### src/rtl/bru_notif_arbiter_pkg.sv
// Arbiter-local types and width helpers shared by the arbiter, its FIFOs
// and the bus interface.
package bru_notif_arbiter_pkg;

    typedef enum logic [0:0] {
        ARB_OPEN   = 1'b0,
        ARB_LOCKED = 1'b1
    } arb_state_t;

    // Index width for n items; a single item still gets one bit.
    function automatic int idx_width(input int n);
        return (n > 1) ? $clog2(n) : 1;
    endfunction

    // Width able to hold a count from 0 to depth inclusive.
    function automatic int cnt_width(input int depth);
        return $clog2(depth + 1);
    endfunction

endpackage

### src/rtl/core_types_pkg.sv
// Core-wide shared types. The branch notification record is produced by
// bru_pipeline and consumed by the ROB through the notification arbiter.
package core_types_pkg;

    localparam int LOG_ROB_ENTRIES     = 6;
    localparam int BTB_PRED_INFO_WIDTH = 8;

    typedef struct packed {
        logic [LOG_ROB_ENTRIES-1:0]     ROB_index;
        logic                           is_mispredict;
        logic                           is_taken;
        logic                           use_upct;
        logic [BTB_PRED_INFO_WIDTH-1:0] updated_pred_info;
        logic                           pred_lru;
        logic [31:0]                    start_PC;
        logic [31:0]                    target_PC;
    } bru_notif_t;

endpackage

### src/rtl/bru_notif_arbiter_if.sv
// Bus between the BRU pipelines / ROB side (master) and the notification
// arbiter (slave).
interface bru_notif_arbiter_if #(
    parameter int NUM_CHANNELS = 2,
    parameter int FIFO_DEPTH   = 2
);
    import core_types_pkg::*;
    import bru_notif_arbiter_pkg::*;

    localparam int CH_W  = idx_width(NUM_CHANNELS);
    localparam int OCC_W = cnt_width(FIFO_DEPTH);

    logic       [NUM_CHANNELS-1:0]            in_valid;
    bru_notif_t [NUM_CHANNELS-1:0]            in_notif;
    logic       [NUM_CHANNELS-1:0]            in_ready;
    logic                                     out_valid;
    bru_notif_t                               out_notif;
    logic       [CH_W-1:0]                    out_channel;
    logic                                     out_ready;
    logic                                     flush_valid;
    logic       [NUM_CHANNELS-1:0][OCC_W-1:0] occupancy;

    modport master (
        output in_valid, in_notif, out_ready, flush_valid,
        input  in_ready, out_valid, out_notif, out_channel, occupancy
    );

    modport slave (
        input  in_valid, in_notif, out_ready, flush_valid,
        output in_ready, out_valid, out_notif, out_channel, occupancy
    );

endinterface

### src/rtl/bru_notif_fifo.sv
// Per-channel notification FIFO of any depth 1..8. The pointers wrap
// explicitly at FIFO_DEPTH-1; payload storage is deliberately not reset.
module bru_notif_fifo
    import core_types_pkg::*;
    import bru_notif_arbiter_pkg::*;
#(
    parameter int FIFO_DEPTH = 2
) (
    input  logic                             CLK,
    input  logic                             nRST,
    input  logic                             flush,
    input  logic                             push,
    input  logic                             pop,
    input  bru_notif_t                       wdata,
    output bru_notif_t                       head,
    output logic [cnt_width(FIFO_DEPTH)-1:0] count
);

    localparam int PTR_W = idx_width(FIFO_DEPTH);
    localparam int CNT_W = cnt_width(FIFO_DEPTH);
    localparam logic [PTR_W-1:0] ZERO_PTR = {PTR_W{1'b0}};
    localparam logic [PTR_W-1:0] ONE_PTR  = {{(PTR_W-1){1'b0}}, 1'b1};
    localparam logic [PTR_W-1:0] LAST_PTR = PTR_W'(FIFO_DEPTH - 1);
    localparam logic [CNT_W-1:0] ZERO_CNT = {CNT_W{1'b0}};
    localparam logic [CNT_W-1:0] ONE_CNT  = {{(CNT_W-1){1'b0}}, 1'b1};

    bru_notif_t       mem_r [FIFO_DEPTH];
    logic [PTR_W-1:0] rd_ptr_r;
    logic [PTR_W-1:0] wr_ptr_r;
    logic [PTR_W-1:0] rd_ptr_nxt_s;
    logic [PTR_W-1:0] wr_ptr_nxt_s;
    logic [CNT_W-1:0] count_r;
    logic [CNT_W-1:0] count_nxt_s;

    // Next pointer and count values; flush wins over any push or pop.
    always_comb begin
        rd_ptr_nxt_s = rd_ptr_r;
        wr_ptr_nxt_s = wr_ptr_r;
        count_nxt_s  = count_r;
        if (flush) begin
            rd_ptr_nxt_s = ZERO_PTR;
            wr_ptr_nxt_s = ZERO_PTR;
            count_nxt_s  = ZERO_CNT;
        end else begin
            if (push) begin
                wr_ptr_nxt_s = (wr_ptr_r == LAST_PTR) ? ZERO_PTR : wr_ptr_r + ONE_PTR;
            end else begin
                wr_ptr_nxt_s = wr_ptr_r;
            end
            if (pop) begin
                rd_ptr_nxt_s = (rd_ptr_r == LAST_PTR) ? ZERO_PTR : rd_ptr_r + ONE_PTR;
            end else begin
                rd_ptr_nxt_s = rd_ptr_r;
            end
            case ({push, pop})
                2'b10:   count_nxt_s = count_r + ONE_CNT;
                2'b01:   count_nxt_s = count_r - ONE_CNT;
                default: count_nxt_s = count_r;
            endcase
        end
    end

    // Pointer and count registers.
    always_ff @(posedge CLK or negedge nRST) begin
        if (!nRST) begin
            rd_ptr_r <= ZERO_PTR;
            wr_ptr_r <= ZERO_PTR;
            count_r  <= ZERO_CNT;
        end else begin
            rd_ptr_r <= rd_ptr_nxt_s;
            wr_ptr_r <= wr_ptr_nxt_s;
            count_r  <= count_nxt_s;
        end
    end

    // Payload storage write.
    always_ff @(posedge CLK) begin
        if (push) begin
            mem_r[wr_ptr_r] <= wdata;
        end
    end

    assign head  = mem_r[rd_ptr_r];
    assign count = count_r;

endmodule

### src/rtl/bru_notif_arbiter.sv
// Merges branch notifications from several BRU pipelines into the single ROB
// notification port: per-channel FIFOs, round-robin with optional mispredict
// priority, and a lock that holds the offered notification until accepted.
module bru_notif_arbiter
    import core_types_pkg::*;
    import bru_notif_arbiter_pkg::*;
#(
    parameter int NUM_CHANNELS  = 2,
    parameter int FIFO_DEPTH    = 2,
    parameter int MISPRED_FIRST = 1
) (
    input logic                CLK,
    input logic                nRST,
    bru_notif_arbiter_if.slave bus
);

    localparam int CH_W  = idx_width(NUM_CHANNELS);
    localparam int CNT_W = cnt_width(FIFO_DEPTH);
    localparam logic [CH_W-1:0]  ZERO_CH  = {CH_W{1'b0}};
    localparam logic [CH_W-1:0]  ONE_CH   = {{(CH_W-1){1'b0}}, 1'b1};
    localparam logic [CH_W-1:0]  LAST_CH  = CH_W'(NUM_CHANNELS - 1);
    localparam logic [CH_W:0]    NUM_EXT  = (CH_W+1)'(NUM_CHANNELS);
    localparam logic [CNT_W-1:0] ZERO_CNT = {CNT_W{1'b0}};
    localparam logic [CNT_W-1:0] FULL_CNT = CNT_W'(FIFO_DEPTH);

    bru_notif_t [NUM_CHANNELS-1:0]            head_s;
    logic       [NUM_CHANNELS-1:0][CNT_W-1:0] count_s;
    logic       [NUM_CHANNELS-1:0]            nonempty_s;
    logic       [NUM_CHANNELS-1:0]            mispred_s;
    logic       [NUM_CHANNELS-1:0]            cand_s;
    logic       [NUM_CHANNELS-1:0]            in_ready_s;
    logic       [NUM_CHANNELS-1:0]            push_s;
    logic       [NUM_CHANNELS-1:0]            pop_s;
    logic                                     any_nonempty_s;
    logic                                     out_valid_s;
    logic                                     deq_s;
    logic                                     found_s;
    logic       [CH_W:0]                      idx_s;
    logic       [CH_W-1:0]                    scan_ch_s;
    logic       [CH_W-1:0]                    sel_ch_s;
    logic       [CH_W-1:0]                    rr_ptr_r;
    logic       [CH_W-1:0]                    rr_ptr_nxt_s;
    logic       [CH_W-1:0]                    lock_ch_r;
    logic       [CH_W-1:0]                    lock_ch_nxt_s;
    arb_state_t                               state_r;
    arb_state_t                               state_nxt_s;

    for (genvar i = 0; i < NUM_CHANNELS; i++) begin : g_ch
        assign nonempty_s[i] = (count_s[i] != ZERO_CNT);
        assign in_ready_s[i] = (count_s[i] != FULL_CNT) && !bus.flush_valid;
        assign push_s[i]     = bus.in_valid[i] && in_ready_s[i];
        assign pop_s[i]      = deq_s && (sel_ch_s == CH_W'(i));
        assign mispred_s[i]  = nonempty_s[i] && head_s[i].is_mispredict;

        bru_notif_fifo #(
            .FIFO_DEPTH (FIFO_DEPTH)
        ) u_fifo (
            .CLK   (CLK),
            .nRST  (nRST),
            .flush (bus.flush_valid),
            .push  (push_s[i]),
            .pop   (pop_s[i]),
            .wdata (bus.in_notif[i]),
            .head  (head_s[i]),
            .count (count_s[i])
        );
    end

    assign any_nonempty_s = |nonempty_s;
    assign out_valid_s    = any_nonempty_s && !bus.flush_valid;
    assign deq_s          = out_valid_s && bus.out_ready;

    // Rotating scan from rr_ptr over the candidate heads (mispredicts only, if any and enabled).
    always_comb begin
        cand_s    = ((MISPRED_FIRST != 0) && (|mispred_s)) ? mispred_s : nonempty_s;
        found_s   = 1'b0;
        scan_ch_s = ZERO_CH;
        idx_s     = {(CH_W+1){1'b0}};
        for (int k = 0; k < NUM_CHANNELS; k++) begin
            idx_s     = {1'b0, rr_ptr_r} + (CH_W+1)'(k);
            idx_s     = (idx_s >= NUM_EXT) ? idx_s - NUM_EXT : idx_s;
            scan_ch_s = (!found_s && cand_s[idx_s[CH_W-1:0]]) ? idx_s[CH_W-1:0] : scan_ch_s;
            found_s   = found_s || cand_s[idx_s[CH_W-1:0]];
        end
    end

    // A locked offer keeps its channel even if a better head shows up elsewhere.
    assign sel_ch_s = (state_r == ARB_LOCKED) ? lock_ch_r : scan_ch_s;

    // Lock FSM and round-robin pointer next state.
    always_comb begin
        state_nxt_s   = state_r;
        lock_ch_nxt_s = lock_ch_r;
        rr_ptr_nxt_s  = rr_ptr_r;
        if (bus.flush_valid) begin
            state_nxt_s   = ARB_OPEN;
            lock_ch_nxt_s = ZERO_CH;
            rr_ptr_nxt_s  = ZERO_CH;
        end else begin
            case (state_r)
                ARB_OPEN: begin
                    if (out_valid_s && !bus.out_ready) begin
                        state_nxt_s   = ARB_LOCKED;
                        lock_ch_nxt_s = scan_ch_s;
                    end else begin
                        state_nxt_s = ARB_OPEN;
                    end
                end
                ARB_LOCKED: begin
                    if (deq_s) begin
                        state_nxt_s = ARB_OPEN;
                    end else begin
                        state_nxt_s = ARB_LOCKED;
                    end
                end
                default: state_nxt_s = ARB_OPEN;
            endcase
            if (deq_s) begin
                rr_ptr_nxt_s = (sel_ch_s == LAST_CH) ? ZERO_CH : sel_ch_s + ONE_CH;
            end else begin
                rr_ptr_nxt_s = rr_ptr_r;
            end
        end
    end

    // Lock FSM and round-robin pointer registers.
    always_ff @(posedge CLK or negedge nRST) begin
        if (!nRST) begin
            state_r   <= ARB_OPEN;
            lock_ch_r <= ZERO_CH;
            rr_ptr_r  <= ZERO_CH;
        end else begin
            state_r   <= state_nxt_s;
            lock_ch_r <= lock_ch_nxt_s;
            rr_ptr_r  <= rr_ptr_nxt_s;
        end
    end

    assign bus.in_ready    = in_ready_s;
    assign bus.out_valid   = out_valid_s;
    assign bus.out_notif   = head_s[sel_ch_s];
    assign bus.out_channel = any_nonempty_s ? sel_ch_s : ZERO_CH;
    assign bus.occupancy   = count_s;

endmodule

### src/flat_wrapper.sv
// flat-port wrapper written by rule: the top's interface ports become plain ports
module bru_notif_arbiter_flat import core_types_pkg::*; import bru_notif_arbiter_pkg::*;
#(
    parameter int NUM_CHANNELS  = 2,
    parameter int FIFO_DEPTH    = 2,
    parameter int MISPRED_FIRST = 1
)
  (CLK, nRST, bus_in_valid, bus_in_notif, bus_out_ready, bus_flush_valid, bus_in_ready, bus_out_valid, bus_out_notif, bus_out_channel, bus_occupancy);
  bru_notif_arbiter_if #(.NUM_CHANNELS(NUM_CHANNELS), .FIFO_DEPTH(FIFO_DEPTH)) bus_i ();
  input logic CLK;
  input logic nRST;
  input wire logic [$bits(bus_i.in_valid)-1:0] bus_in_valid;
  input wire logic [$bits(bus_i.in_notif)-1:0] bus_in_notif;
  input wire logic [$bits(bus_i.out_ready)-1:0] bus_out_ready;
  input wire logic [$bits(bus_i.flush_valid)-1:0] bus_flush_valid;
  output wire logic [$bits(bus_i.in_ready)-1:0] bus_in_ready;
  output wire logic [$bits(bus_i.out_valid)-1:0] bus_out_valid;
  output wire logic [$bits(bus_i.out_notif)-1:0] bus_out_notif;
  output wire logic [$bits(bus_i.out_channel)-1:0] bus_out_channel;
  output wire logic [$bits(bus_i.occupancy)-1:0] bus_occupancy;
  assign bus_i.in_valid = bus_in_valid;
  assign bus_i.in_notif = bus_in_notif;
  assign bus_i.out_ready = bus_out_ready;
  assign bus_i.flush_valid = bus_flush_valid;
  assign bus_in_ready = bus_i.in_ready;
  assign bus_out_valid = bus_i.out_valid;
  assign bus_out_notif = bus_i.out_notif;
  assign bus_out_channel = bus_i.out_channel;
  assign bus_occupancy = bus_i.occupancy;
  bru_notif_arbiter #(.NUM_CHANNELS(NUM_CHANNELS), .FIFO_DEPTH(FIFO_DEPTH), .MISPRED_FIRST(MISPRED_FIRST)) u_core (.CLK(CLK), .nRST(nRST), .bus(bus_i));
endmodule
### config.mk
export PLATFORM = sky130hd
export DESIGN_NAME = bru_notif_arbiter_flat
export DESIGN_NICKNAME = d
export VERILOG_FILES = /design/src/rtl/bru_notif_arbiter_pkg.sv /design/src/rtl/core_types_pkg.sv /design/src/rtl/bru_notif_arbiter_if.sv /design/src/rtl/bru_notif_fifo.sv /design/src/rtl/bru_notif_arbiter.sv /design/src/flat_wrapper.sv
export SDC_FILE = /design/constraint.sdc
export NUM_CORES = 1
export LEC_CHECK = 0
export BUFFER_PORTS_ARGS = -buffer_cell sky130_fd_sc_hd__buf_2
export CAP_MARGIN = 15
export CORE_MARGIN = 2
export CORE_UTILIZATION = 50
export CTS_CLUSTER_SIZE = 16
export DETAILED_ROUTE_END_ITERATION = 8
export GPL_TIMING_DRIVEN = 0
export PLACE_DENSITY = 0.73
export REMOVE_ABC_BUFFERS = 1
export SLEW_MARGIN = 20
export SYNTH_ARGS = -nofsm -noshare
export SYNTH_HDL_FRONTEND = slang
export SYNTH_SLANG_ARGS = --single-unit
### constraint.sdc
create_clock -name CLK -period 7.1 [get_ports CLK]
set_clock_uncertainty 0.05 [all_clocks]
set_input_delay 1.42 -clock CLK [delete_from_list [all_inputs] [get_ports CLK]]
set_output_delay 1.42 -clock CLK [all_outputs]
set_load 0.02 [all_outputs]
-- Word-level counts from Yosys, hierarchy flattened
Memories as Yosys holds them, arrays and structs flattened.
Index checks and enable logic that the tools add are counted.
- memories: 2
- latch bits: 0
- ROM bits: 0
- bits in writable memories: 328
- input bits: 170
- flip-flop bits (word level): 11
- output and inout bits: 90
- logic and storage cells: 108
- equality and inequality tests: 7
- mux-type cells: 43
- bitwise gates (word level): 2
- multipliers: 0
- reductions and logical operators: 28
- div/mod/pow operators: 0
- add/sub/neg operators: 12
- shifts and indexed selects: 0
- order comparisons: 5
- memories (name ; words ; bits a word ; rd ports ; clocked after Yosys merged registers in ; write ports ; RTL line ; source):
    u_core.g_ch[0].u_fifo.mem_r ; 2 ; 82 ; 1 ; 0 ; 1 ; bru_notif_fifo.sv:27 ; bru_notif_t mem_r [FIFO_DEPTH];
    u_core.g_ch[1].u_fifo.mem_r ; 2 ; 82 ; 1 ; 0 ; 1 ; bru_notif_fifo.sv:27 ;
- operators by type and width (operator ; number):
    2-to-1 mux 82 bit ; 2
    2-to-1 mux 1 bit ; 35
    nonzero test 2 bit ; 8
    logical AND 1 bit ; 12
    one-hot mux 2 bit (2 select lines) ; 2
    < comparator 1 x 2 -> 1 bit (second input constant) ; 3
    2-to-1 mux 2 bit ; 3
    != test 2 bit (second input constant) ; 3
    nonzero test 3 bit ; 2
    adder 1 bit (second input constant) ; 5
    adder 2 x 1 -> 2 bit (second input constant) ; 2
    equality test 2 x 1 -> 1 bit (second input constant) ; 2
    equality test 2 bit (second input constant) ; 2
    OR reduction 2 bit ; 2
    subtractor 2 x 1 -> 2 bit (second input constant) ; 2
    zero test 1 bit ; 3
    adder 1 x 1 -> 2 bit (second input constant) ; 1
    greater-or-equal comparator 1 x 2 -> 1 bit (second input constant) ; 1
    greater-or-equal comparator 2 bit (second input constant) ; 1
    inverter 1 bit ; 2
    one-hot mux 1 bit (2 select lines) ; 1
    AND reduction 2 bit ; 1
    subtractor 1 bit (second input constant) ; 2

-- Depth between registers and ports, before layout
Gate-level depths: netlist (run 1).
- depth in word-level cells: 15
- gate-level depth with buffers: 7
- depth with buffers taken out: 6

-- Cells and area by module
Synthesis (run 1) repeated with hierarchy kept, for this count alone.
- cell total of the unflattened synthesis: 672
- area total of the unflattened synthesis: 14393.8 µm²
- modules (own cells, without submodules) (module ; sequential area each (µm²) ; cells each ; instances ; area each (µm²)):
    bru_notif_fifo at u_core.g_ch[1].u_fifo ; 5024.8 ; 274 ; 1 ; 6462.4
    bru_notif_fifo at u_core.g_ch[0].u_fifo ; 5024.8 ; 273 ; 1 ; 6459.9
    bru_notif_arbiter ; 75.1 ; 125 ; 1 ; 1471.4

-- Worst setup path after synthesis (run 1)
OpenSTA, ideal clock, no wires.
- path type: in2reg
- from: input port bus_flush_valid
- to: memory u_core.g_ch[0].u_fifo.mem_r[0][0] (netlist bit) (enable)
- slack: 1.105 ns
- setup time: 0.523 ns
- data arrival time: 5.422 ns
- required time: 6.527 ns
- buffers on the path: 0
- stages on the path: 3
- path through: a21oi_1 -> nand2_1 -> nor2_1
- word-level cells in the longest chain between the ends: 5
- ends and longest elaborated chain (element ; RTL line ; source):
    from (decl) ; flat_wrapper.sv:15 ; input wire logic [$bits(bus_i.flush_valid)-1:0] bus_flush_valid;
    zero test 1 bit ; bru_notif_arbiter.sv:50 ; assign in_ready_s[i] = (count_s[i] != FULL_CNT) && !bus.flush_valid;
    logical AND 1 bit ; bru_notif_arbiter.sv:50 ;
    logical AND 1 bit ; bru_notif_arbiter.sv:51 ; assign push_s[i] = bus.in_valid[i] && in_ready_s[i];
    2-to-1 mux 1 bit ; bru_notif_fifo.sv:78 ; if (push) begin
    2-to-1 mux 1 bit (not written as such) ; bru_notif_fifo.sv:79 ; mem_r[wr_ptr_r] <= wdata;
    to (decl) ; bru_notif_fifo.sv:27 ;
Every way passes these cells.

-- Worst setup path in the final report (run 1)
- from: register u_core.g_ch[0].u_fifo.rd_ptr_r
- to: output port bus_out_notif[9]
- word-level cells in the longest chain between the ends: 12
- elaborated cells between the ends (all ways): 15
- those cells by class: mux (10); reduce/logical (4); memory (1)
- ends and longest elaborated chain (element ; RTL line ; source):
    from (decl) ; bru_notif_fifo.sv:28 ; logic [PTR_W-1:0] rd_ptr_r;
    from (signal assigned) ; bru_notif_fifo.sv:70 ; rd_ptr_r <= rd_ptr_nxt_s;
    memory (2 x 82 bit) * ; n/a ;
    logical AND 1 bit ; bru_notif_arbiter.sv:53 ; assign mispred_s[i] = nonempty_s[i] && head_s[i].is_mispredict;
    OR reduction 2 bit ; bru_notif_arbiter.sv:75 ; cand_s = ((MISPRED_FIRST != 0) && (|mispred_s)) ? mispred_s : nonempty_s;
    2-to-1 mux 2 bit ; bru_notif_arbiter.sv:75 ;
    2-to-1 mux 1 bit (not written as such) (2 in series) ; bru_notif_arbiter.sv:82, bru_notif_arbiter.sv:83 ;
    zero test 1 bit ; bru_notif_arbiter.sv:82 ; scan_ch_s = (!found_s && cand_s[idx_s[CH_W-1:0]]) ? idx_s[CH_W-1:0] : scan_ch_s;
    logical AND 1 bit ; bru_notif_arbiter.sv:82 ;
    2-to-1 mux 1 bit ; bru_notif_arbiter.sv:82 ;
    2-to-1 mux 1 bit ; bru_notif_arbiter.sv:88 ; assign sel_ch_s = (state_r == ARB_LOCKED) ? lock_ch_r : scan_ch_s;
    2-to-1 mux 82 bit (not written as such) * (2 in series) ; bru_notif_arbiter.sv:141 ; assign bus.out_notif = head_s[sel_ch_s];
    to (decl) ; flat_wrapper.sv:18 ; output wire logic [$bits(bus_i.out_notif)-1:0] bus_out_notif;
Mark *: on every way between the ends. The rest lies on a longest branch, timed or not. The select of a mux whose other input is x is not followed.

==> flow_metrics.py, run 1 <==
metrics = {
    "finish": {
        "multi_input_area_um2": 2750,
        "regArea_um2": 10100,
        "final_area_um2": 16200,
        "final_nets": 1221,
        "drive_gt1_share_pct": 31.8,
        "layout_commonest_cell": "edfxtp_1",
        "synthToLayoutAreaGrowth_pct": 23.5,
        "final_cell_mix": "edfxtp_1 (328), buf_2 (259), a21oi_1 (86)",
        "stdcell_count": 1412,
        "nFillCells": 1937,
    },
    "timing": {
        "rsz0062_at_grt": "false",
        "max_clock_freq_ghz": 0.175,
        "hold_viol": 0,
        "layout_worst_path_cycle_share_pct": 80.5,
        "period_minus_slack_ps": 5710,
        "whs_ps": 499,
        "slew_violations": 0,
        "worst_pin_slew_ps": 740,
        "relSlewSlack_pct": 50.7,
        "setup_viol": 0,
        "timing.final.ws_setup_ps": 1390,
    },
    "route": {
        "drtAntennaViolNets": 0,
        "routed_via_density": 5.41,
        "wl_um": 27500,
        "drt_pre_antenna_iters": 4,
        "routed-via-count": 7637,
        "drc": 0,
        "dr.first_iter.drc_count": 481,
        "drt-wirelength-per-cell_um": 19.5,
    },
    "critical_path": {
        "cp_data_required_time_ps": 5630,
        "crit_start": "u_core.g_ch[0].u_fifo.rd_ptr_r",
        "cp-start-kind": "flip-flop",
        "path_common_cell": "buf_6",
        "cp_max_fo": 71,
        "cpMaxStageDelayCell": "dfrtp_4",
        "crit_type": "flip-flop to primary output",
        "reg2reg_from": "u_core.g_ch[0].u_fifo.rd_ptr_r",
        "cp_num_buf_inv": 9,
        "crit_cells": 14,
        "worstPathCellList": "buf_16 -> mux2i_2 -> a211oi_2 -> o41ai_4 -> buf_6 -> buf_8 -> buf_4 -> buf_6 -> buf_6 -> buf_6 -> buf_6 -> a211oi_1 -> a21oi_1 -> buf_2",
        "critPathTopFamily": "buffers and inverters",
        "cp_data_arrival_time_ps": 4240,
        "max_stage_delay_ps": 770,
        "end_kind": "primary output",
        "reg2reg_depth": 9,
    },
    "die": {
        "die_y_um": 166,
        "initial_core_util_pct": 50.6,
        "die_w_um": 166,
        "core-area_um2": 25900,
        "dieArea_um2": 27500,
        "io_pins": 260,
        "rows": 59,
    },
    "hold_path": {
        "hold_depth": 2,
        "min_from": "u_core.lock_ch_r",
        "hold_path_class": "flip-flop to flip-flop",
    },
    "global_route": {
        "grt_pass1_vias": 7978,
        "grt_start_max_net_pins": 72,
        "grt_use_total_pct": 19.6,
        "grt_antenna_before_repair": 3,
        "grt-ovfl-total": 0,
        "grt_pass1_wl_um": 42500,
    },
    "clock_tree": {
        "h-tree-depth": 2,
        "post-cts-setup-buffers": 0,
        "clock-sinks": 339,
        "path_clk_slew_ps": 60,
        "insertion_delay_ps": 500,
        "cts_max_path_buffers": 3,
        "numCtsBuffers": 36,
        "cts_resized": 0,
        "tritoncts": "yes",
        "postCtsHoldBufs": 0,
        "ctsRootBufferMaster": "clkbuf_16",
    },
    "synth": {
        "synthDistinctLibCells": 30,
        "syn_area_per_cell_um2": 17.0,
        "seq_area_frac_synth_pct": 77.3,
        "ys_ff_latch": 339,
        "yosysTopAreaCell": "edfxtp_1",
        "postSynthCellCount": 772,
        "syn_area_um2": 13100,
        "synth.area.top_cells": "edfxtp_1 (75%), mux2i_1 (6.4%), a211oi_1 (4.8%)",
        "yosys.area.top_type_share_pct": 75.2,
        "yosysWarnings": 0,
    },
    "power": {
        "p_leak_nw": 5.66,
        "power.density_nw_per_um2": 354,
        "irDropWorstVdd_mv": 0.281,
    },
    "placed_design": {
        "io_buffers": 259,
        "dp_cells": 1348,
        "placed_area_um2": 15100,
        "dp_hpwl_um": 17900,
        "gp_congestion": 0.770,
        "dp_worst_setup_slack_ps": 1860,
    },
    "flow_run": {
        "cap_violations": 0,
    },
    "run_status": {
        "status": "finished, final reports clean",
    },
}
## area by class of cell
class / count / share of cell area (%)
clock inverter: 15 / 0.866
timing repair buffer: 287 / 10.9
antenna: 3 / 0.0464
multi-input combinational: 384 / 17.0
clock buffer: 46 / 5.93
inverter: 3 / 0.0696
sequential: 339 / 62.6
tap: 335 / 2.59
## worst paths after layout
check                                                       to  slack [ps]
worst max register to register  u_core.g_ch[1].u_fifo.count[1]        4020
max in group asynchronous       u_core.g_ch[0].u_fifo.rd_ptr_r        6000
worst max-delay path                          bus_out_notif[9]        1390
worst min register to register                u_core.lock_ch_r         500
worst min-delay path                          u_core.lock_ch_r         500
min in group asynchronous       u_core.g_ch[1].u_fifo.rd_ptr_r         740
## logic make-up (layout without fill, tap and decap cells)
family | after synthesis | in the layout | synth area share, %
buf+inv | 49 | 351 | 1.92
mux | 86 | 86 | 6.61
compound gates | 179 | 179 | 8.73
xor+xnor | 6 | 6 | 0.401
other cells | 0 | 3 | 0
flops | 339 | 339 | 77.3
simple gates | 113 | 113 | 5.07
## metal layers
| layer | GRT usage, % | vias to the layer above | part of all wire (%) |
|---|---|---|---|
| li1 | - | 3598 | - |
| met3 | 4.62 | 51 | 6.3 |
| met2 | 34.5 | 228 | 51 |
| met5 | 0 | - | 0.076 |
| met4 | 6.43 | 4 | 2.4 |
| met1 | 24.1 | 3756 | 40 |
## sequential cells by signal, indices dropped and copies added, names as in the netlist
| name | count |
|---|---|
| u_core.g_ch.u_fifo.count | 4 |
| u_core.g_ch.u_fifo.mem_r | 328 |
| u_core.g_ch.u_fifo.rd_ptr_r | 2 |
| u_core.g_ch.u_fifo.wr_ptr_r | 2 |
| u_core.lock_ch_r | 1 |
| u_core.rr_ptr_r | 1 |
| u_core.state_r | 1 |
## cells in the mapped netlist
cell type and instances:
clkbuf_1 27, nor3_1 4, mux2i_2 1, nor2b_1 81, and3_1 2, a21boi_1 1
mux2i_1 84, o21ai_0 5, a221oi_1 1, xor2_1 3, nand2_1 6, mux2_2 1
a21oi_1 86, a211oi_1 83, buf_4 18, nor4_2 1, o41ai_4 1, edfxtp_1 328
and2_1 1, nand3b_1 2, or2_2 1, xnor2_1 3, nor2_1 12, a211oi_2 1
nand2b_1 2, dfrtp_1 11, buf_1 1, nand3_1 1, o41ai_1 1, inv_1 3
## stage by stage
step / TNS, ps / power (mW) / util (%)
6_report: 0 / 5.73 / 62.5
5_1_grt: 0 / 5.98 / 62.5
4_1_cts: 0 / 5.79 / 62.4
3_5_place_dp: 0 / 4.03 / 58.2
3_3_place_gp: -821440 / 3.97 / 56.3
2_1_floorplan: -212080 / 3.41 / -
## power breakdown
part | internal [mW] | switching [mW] | leakage (nW)
combinational | 0.552 | 0.992 | 1.98
clock | 1.06 | 0.704 | 0.529
sequential | 2.35 | 0.0722 | 3.15
total | 3.96 | 1.77 | 5.66
## tightest hold or removal path, stage by stage (launching register included)
cell,delay (ps)
dfrtp_1,360
mux2i_1,80
nor2_1,80
No activity file was read; power rests on OpenSTA's default activity.
==> inputs of run 2 (changes only) <==
Settings changed: PLACE_DENSITY 0.73 to 0.76.
Clock period 7.1 ns to 5.2 ns, I/O delays scaled along.
==> flow_metrics.py, run 2 (synthesis gave the netlist of run 1 again) <==
metrics = {
    "timing": {
        "setup_viol": 0,
        "whs_ps": 354,
        "rsz0062_at_grt": "false",
        "period_minus_slack_ps": 4850,
        "slew_violations": 0,
        "relSlewSlack_pct": 53.0,
        "layout_worst_path_cycle_share_pct": 93.2,
        "timing.final.ws_setup_ps": 352,
        "max_clock_freq_ghz": 0.206,
        "worst_pin_slew_ps": 705,
        "hold_viol": 0,
    },
    "route": {
        "routed-via-count": 7666,
        "routed_via_density": 5.40,
        "dr.first_iter.drc_count": 438,
        "wl_um": 27400,
        "drtAntennaViolNets": 0,
        "drt-wirelength-per-cell_um": 19.3,
        "drt_pre_antenna_iters": 4,
        "drc": 0,
    },
    "critical_path": {
        "reg2reg_from": "u_core.g_ch[0].u_fifo.rd_ptr_r",
        "end_kind": "primary output",
        "cp_max_fo": 34,
        "cp_data_required_time_ps": 4110,
        "cp_data_arrival_time_ps": 3760,
        "worstPathCellList": "mux2i_2 -> nor3_1 -> o41ai_4 -> buf_6 -> buf_4 -> buf_4 -> buf_4 -> buf_4 -> a211oi_1 -> a21oi_1 -> buf_2",
        "r2r-end": "u_core.g_ch[0].u_fifo.count[1]",
        "crit_cells": 11,
        "rrSetupSlack_ps": 2350,
        "cp_num_buf_inv": 6,
        "crit_start": "u_core.g_ch[0].u_fifo.rd_ptr_r",
        "max_stage_delay_ps": 720,
        "cp-start-kind": "flip-flop",
        "endpoint": "bus_out_notif[70]",
        "critPathTopFamily": "buffers and inverters",
        "path_common_cell": "buf_4",
        "reg2reg_depth": 9,
        "cpMaxStageDelayCell": "dfrtp_4",
        "crit_type": "flip-flop to primary output",
    },
    "power": {
        "power_frac_comb_pct": 26.8,
        "total_power_mw": 7.92,
        "clockPowerShare_pct": 31.5,
        "pwr-share-seq_pct": 41.7,
        "p_sw_share_pct": 30.8,
        "power.density_nw_per_um2": 487,
        "p_leak_nw": 5.71,
        "p_int_mw": 5.48,
        "switchingPower_mw": 2.44,
        "irDropWorstVdd_mv": 0.431,
    },
    "finish": {
        "layout_commonest_cell": "edfxtp_1",
        "synthToLayoutAreaGrowth_pct": 24.2,
        "nFillCells": 1930,
        "largest_reg_flops": 328,
        "drive_gt1_share_pct": 32.3,
        "regMostFlops": "u_core.g_ch.u_fifo.mem_r",
        "final_nets": 1223,
        "final_area_um2": 16300,
        "stdcell_count": 1420,
        "final_cell_mix": "edfxtp_1 (328), buf_2 (259), a21oi_1 (86)",
    },
    "placed_design": {
        "placed_area_um2": 15100,
        "dp_worst_setup_slack_ps": 597,
        "gp_congestion": 0.783,
        "dp_cells": 1347,
        "dp_hpwl_um": 17600,
        "io_buffers": 259,
    },
    "die": {
        "initial_core_util_pct": 50.6,
        "core-area_um2": 25900,
        "die_w_um": 166,
        "dieArea_um2": 27500,
        "rows": 59,
        "die_y_um": 166,
        "io_pins": 260,
    },
    "clock_tree": {
        "h-tree-depth": 2,
        "insertion_delay_ps": 500,
        "cts_max_path_buffers": 3,
        "ctsRootBufferMaster": "clkbuf_16",
        "tritoncts": "yes",
        "cts_resized": 0,
        "numCtsBuffers": 36,
        "clock-sinks": 339,
        "path_clk_slew_ps": 60,
    },
    "hold_path": {
        "hold_path_class": "input port to async pin",
    },
    "global_route": {
        "grt_antenna_before_repair": 8,
        "grt_start_max_net_pins": 73,
        "grt-ovfl-total": 0,
        "grt_pass1_wl_um": 42800,
        "grt_pass1_vias": 7918,
        "grt_use_total_pct": 19.7,
    },
    "flow_run": {
        "cap_violations": 0,
    },
    "run_status": {
        "status": "finished, final reports clean",
    },
}
[run 2: cell types whose count changed in the layout (fill, tap and decap cells not counted), sizes merged]
cell    before  now
clkbuf      46   52
buf        287  289
clkinv      11    9
diode        3    5
[run 2: metal layers]
layer / GRT usage, % / up-vias / share of wire (%)
li1: - / 3608 / -
met1: 25.0 / 3740 / 41
met2: 32.6 / 258 / 49
met3: 5.55 / 56 / 7.1
met4: 6.92 / 4 / 2.8
met5: 0 / - / 0.098
[run 2: layout make-up]
cell class              count  area (um2)  share of cell area, %
diodes                      5        12.5                 0.0769
clock buffers              52        1010                   6.23
clock inverters            13         149                  0.915
inverters                   3        11.3                 0.0692
multi-input cells         384        2750                   16.9
flip-flops and latches    339       10100                   62.2
well taps                 335         419                   2.57
repair buffers            289        1790                   11.0
[run 2: worst min-delay path by stage]
| stage | startpoint | endpoint | slack (ps) | cells past startpoint |
|---|---|---|---|---|
| floorplan | u_core.g_ch[0].u_fifo.wr_ptr_r | u_core.g_ch[0].u_fifo.wr_ptr_r | 420 | 1 |
| global placement | u_core.g_ch[1].u_fifo.wr_ptr_r | u_core.g_ch[1].u_fifo.wr_ptr_r | 440 | 1 |
| detailed placement | u_core.lock_ch_r | u_core.lock_ch_r | 520 | 2 |
| CTS | nRST | u_core.g_ch[0].u_fifo.wr_ptr_r | 340 | 1 |
| global route | nRST | u_core.g_ch[1].u_fifo.wr_ptr_r | 350 | 1 |
| finish | nRST | u_core.g_ch[1].u_fifo.count[1] | 350 | 1 |
[run 2: power by group through the flow]
stage,Sequential [mW],Clock [mW],Combinational [mW]
floorplan,3.42,0,1.23
global placement,3.48,0,1.93
detailed placement,3.36,0,2.12
CTS,3.30,2.55,2.13
global route,3.32,2.65,2.30
finish,3.30,2.49,2.12
[run 2: per-stage QoR]
stage / TNS, ps / util [%]
after detailed placement: 0 / 58.2
after floorplan: -416590 / -
after global routing: 0 / 62.8
final: 0 / 62.8
after global placement: -1230090 / 56.3
after CTS: 0 / 62.7
[run 2: worst register-to-register path: stages (launching register included)]
cell,delay (ps)
dfrtp_4,720
mux2i_2,340
nor3_1,140
o41ai_4,440
buf_4,190
buf_6,130
buf_6,160
nand2b_1,230
a21oi_1,110
a211oi_1,240
[run 2: what timing repair did]
item | in CTS | in global routing
hold buffers | 0 | 0
hold endpoints to repair | 0 | 0
endpoints found under the setup margin | 0 | 8
setup buffers | 0 | 3
==> inputs of run 3 (changes only) <==
Settings changed: PLACE_DENSITY 0.76 to 0.73.
Clock period 5.2 ns to 5 ns, I/O delays scaled along.
==> flow_metrics.py, run 3 (synthesis gave the netlist of run 1 again) <==
metrics = {
    "power": {
        "switchingPower_mw": 2.54,
        "pwr-share-seq_pct": 41.7,
        "p_sw_share_pct": 31.0,
        "p_leak_nw": 5.71,
        "irDropWorstVdd_mv": 0.396,
        "power_frac_comb_pct": 27.8,
        "power.density_nw_per_um2": 504,
        "clockPowerShare_pct": 30.5,
        "total_power_mw": 8.21,
        "p_int_mw": 5.67,
    },
    "clock_tree": {
        "path_clk_slew_ps": 60,
        "h-tree-depth": 2,
        "cts_max_path_buffers": 3,
        "postCtsHoldBufs": 0,
        "numCtsBuffers": 36,
        "clock-sinks": 339,
        "insertion_delay_ps": 500,
        "tritoncts": "yes",
        "ctsRootBufferMaster": "clkbuf_16",
    },
    "die": {
        "die_y_um": 166,
        "initial_core_util_pct": 50.6,
        "core-area_um2": 25900,
        "die_w_um": 166,
        "dieArea_um2": 27500,
        "rows": 59,
        "io_pins": 260,
    },
    "timing": {
        "max_clock_freq_ghz": 0.210,
        "rsz0062_at_grt": "false",
        "setup_viol": 0,
        "layout_worst_path_cycle_share_pct": 95.1,
        "hold_viol": 0,
        "timing.final.ws_setup_ps": 247,
        "slew_violations": 0,
        "relSlewSlack_pct": 50.2,
        "whs_ps": 325,
        "worst_pin_slew_ps": 747,
        "period_minus_slack_ps": 4750,
    },
    "finish": {
        "final_cell_mix": "edfxtp_1 (328), buf_2 (259), a21oi_1 (86)",
        "regMostFlops": "u_core.g_ch.u_fifo.mem_r",
        "largest_reg_flops": 328,
        "synthToLayoutAreaGrowth_pct": 24.3,
        "final_area_um2": 16300,
        "regArea_um2": 10100,
        "layout_commonest_cell": "edfxtp_1",
        "multi_input_area_um2": 2750,
        "nFillCells": 1927,
        "post-route-util_pct": 62.8,
        "drive_gt1_share_pct": 32.1,
        "final_nets": 1227,
    },
    "run_status": {
        "status": "finished, final reports clean",
    },
    "route": {
        "drt_pre_antenna_iters": 4,
        "wl_um": 28500,
        "routed_via_density": 5.45,
        "drc": 0,
        "drt-wirelength-per-cell_um": 20.1,
        "dr.first_iter.drc_count": 499,
        "drtAntennaViolNets": 0,
        "routed-via-count": 7730,
    },
    "global_route": {
        "grt_antenna_before_repair": 3,
        "grt-ovfl-total": 0,
        "grt_pass1_vias": 8092,
        "grt_start_max_net_pins": 51,
        "grt_pass1_wl_um": 43700,
        "grt_use_total_pct": 20.3,
    },
    "critical_path": {
        "crit_start": "u_core.g_ch[0].u_fifo.rd_ptr_r",
        "reg2reg_from": "u_core.g_ch[0].u_fifo.count[0]",
        "cp_data_required_time_ps": 3950,
        "cp-start-kind": "flip-flop",
        "crit_type": "flip-flop to primary output",
        "end_kind": "primary output",
        "cp_data_arrival_time_ps": 3700,
        "cp_max_fo": 36,
    },
    "flow_run": {
        "cap_violations": 0,
    },
    "placed_design": {
        "dp_hpwl_um": 17900,
        "placed_area_um2": 15100,
        "dp_worst_setup_slack_ps": 181,
        "gp_congestion": 0.770,
        "io_buffers": 259,
    },
    "hold_path": {
        "hold_path_class": "input port to async pin",
    },
}
==> run 3: final timing paths <==
check	to	slack (ps)	cells after the start
max	bus_out_notif[26]	250	13
min	u_core.g_ch[1].u_fifo.rd_ptr_r	320	1
max reg2reg	u_core.g_ch[0].u_fifo.mem_r[0][4]	2530	6
min reg2reg	u_core.lock_ch_r	500	2
max in group asynchronous	u_core.g_ch[0].u_fifo.rd_ptr_r	4310	1
min in group CLK	u_core.lock_ch_r	500	2
==> run 3: area by class of cell <==
class / instances / area share [%]
Inverter: 3 / 0.0692
Timing Repair Buffer: 293 / 11.4
Tap cell: 335 / 2.57
Clock buffer: 46 / 5.89
Sequential cell: 339 / 62.2
Clock inverter: 15 / 0.861
Antenna cell: 3 / 0.0461
Multi-Input combinational cell: 384 / 16.9
==> run 3: routing by layer <==
layer | vias up | share of wire, % | GRT usage [%]
met5 | - | 0.074 | 0
met4 | 4 | 2.2 | 6.16
met3 | 49 | 6.0 | 4.62
met2 | 238 | 51 | 35.8
met1 | 3831 | 40 | 25.0
li1 | 3608 | - | -
==> run 3: power groups by stage <==
stage                     Clock (mW)  Sequential (mW)  Combinational (mW)
after CTS                       2.55             3.42                2.30
after floorplan                    0             3.56                1.28
after global routing            2.66             3.44                2.46
after global placement             0             3.62                2.01
after detailed placement           0             3.50                2.21
final                           2.51             3.42                2.28
==> run 3: timing repair <==
item                       4_1_cts  5_1_grt
gates cloned                     1        0
pin swaps                        0        1
gates resized for setup          0        0
setup endpoints to repair       25        7
setup buffers                    3        2
==> run 3: worst max-delay path: stages (launching register included) <==
cell and delay (ps):
dfrtp_4 440, buf_16 210, mux2i_2 310, nor3_1 130, o41ai_4 450, buf_4 190
buf_4 190, buf_6 190, buf_4 230, buf_6 160, buf_4 170, a211oi_1 70
a21oi_1 240, buf_2 220
==> run 3: per-stage QoR <==
| stage | TNS (ps) | std cells |
|---|---|---|
| floorplan | -457390 | 726 |
| global placement | -1329640 | 1320 |
| detailed placement | 0 | 1348 |
| CTS | 0 | 1413 |
| global route | 0 | 1416 |
| finish | 0 | 1418 |
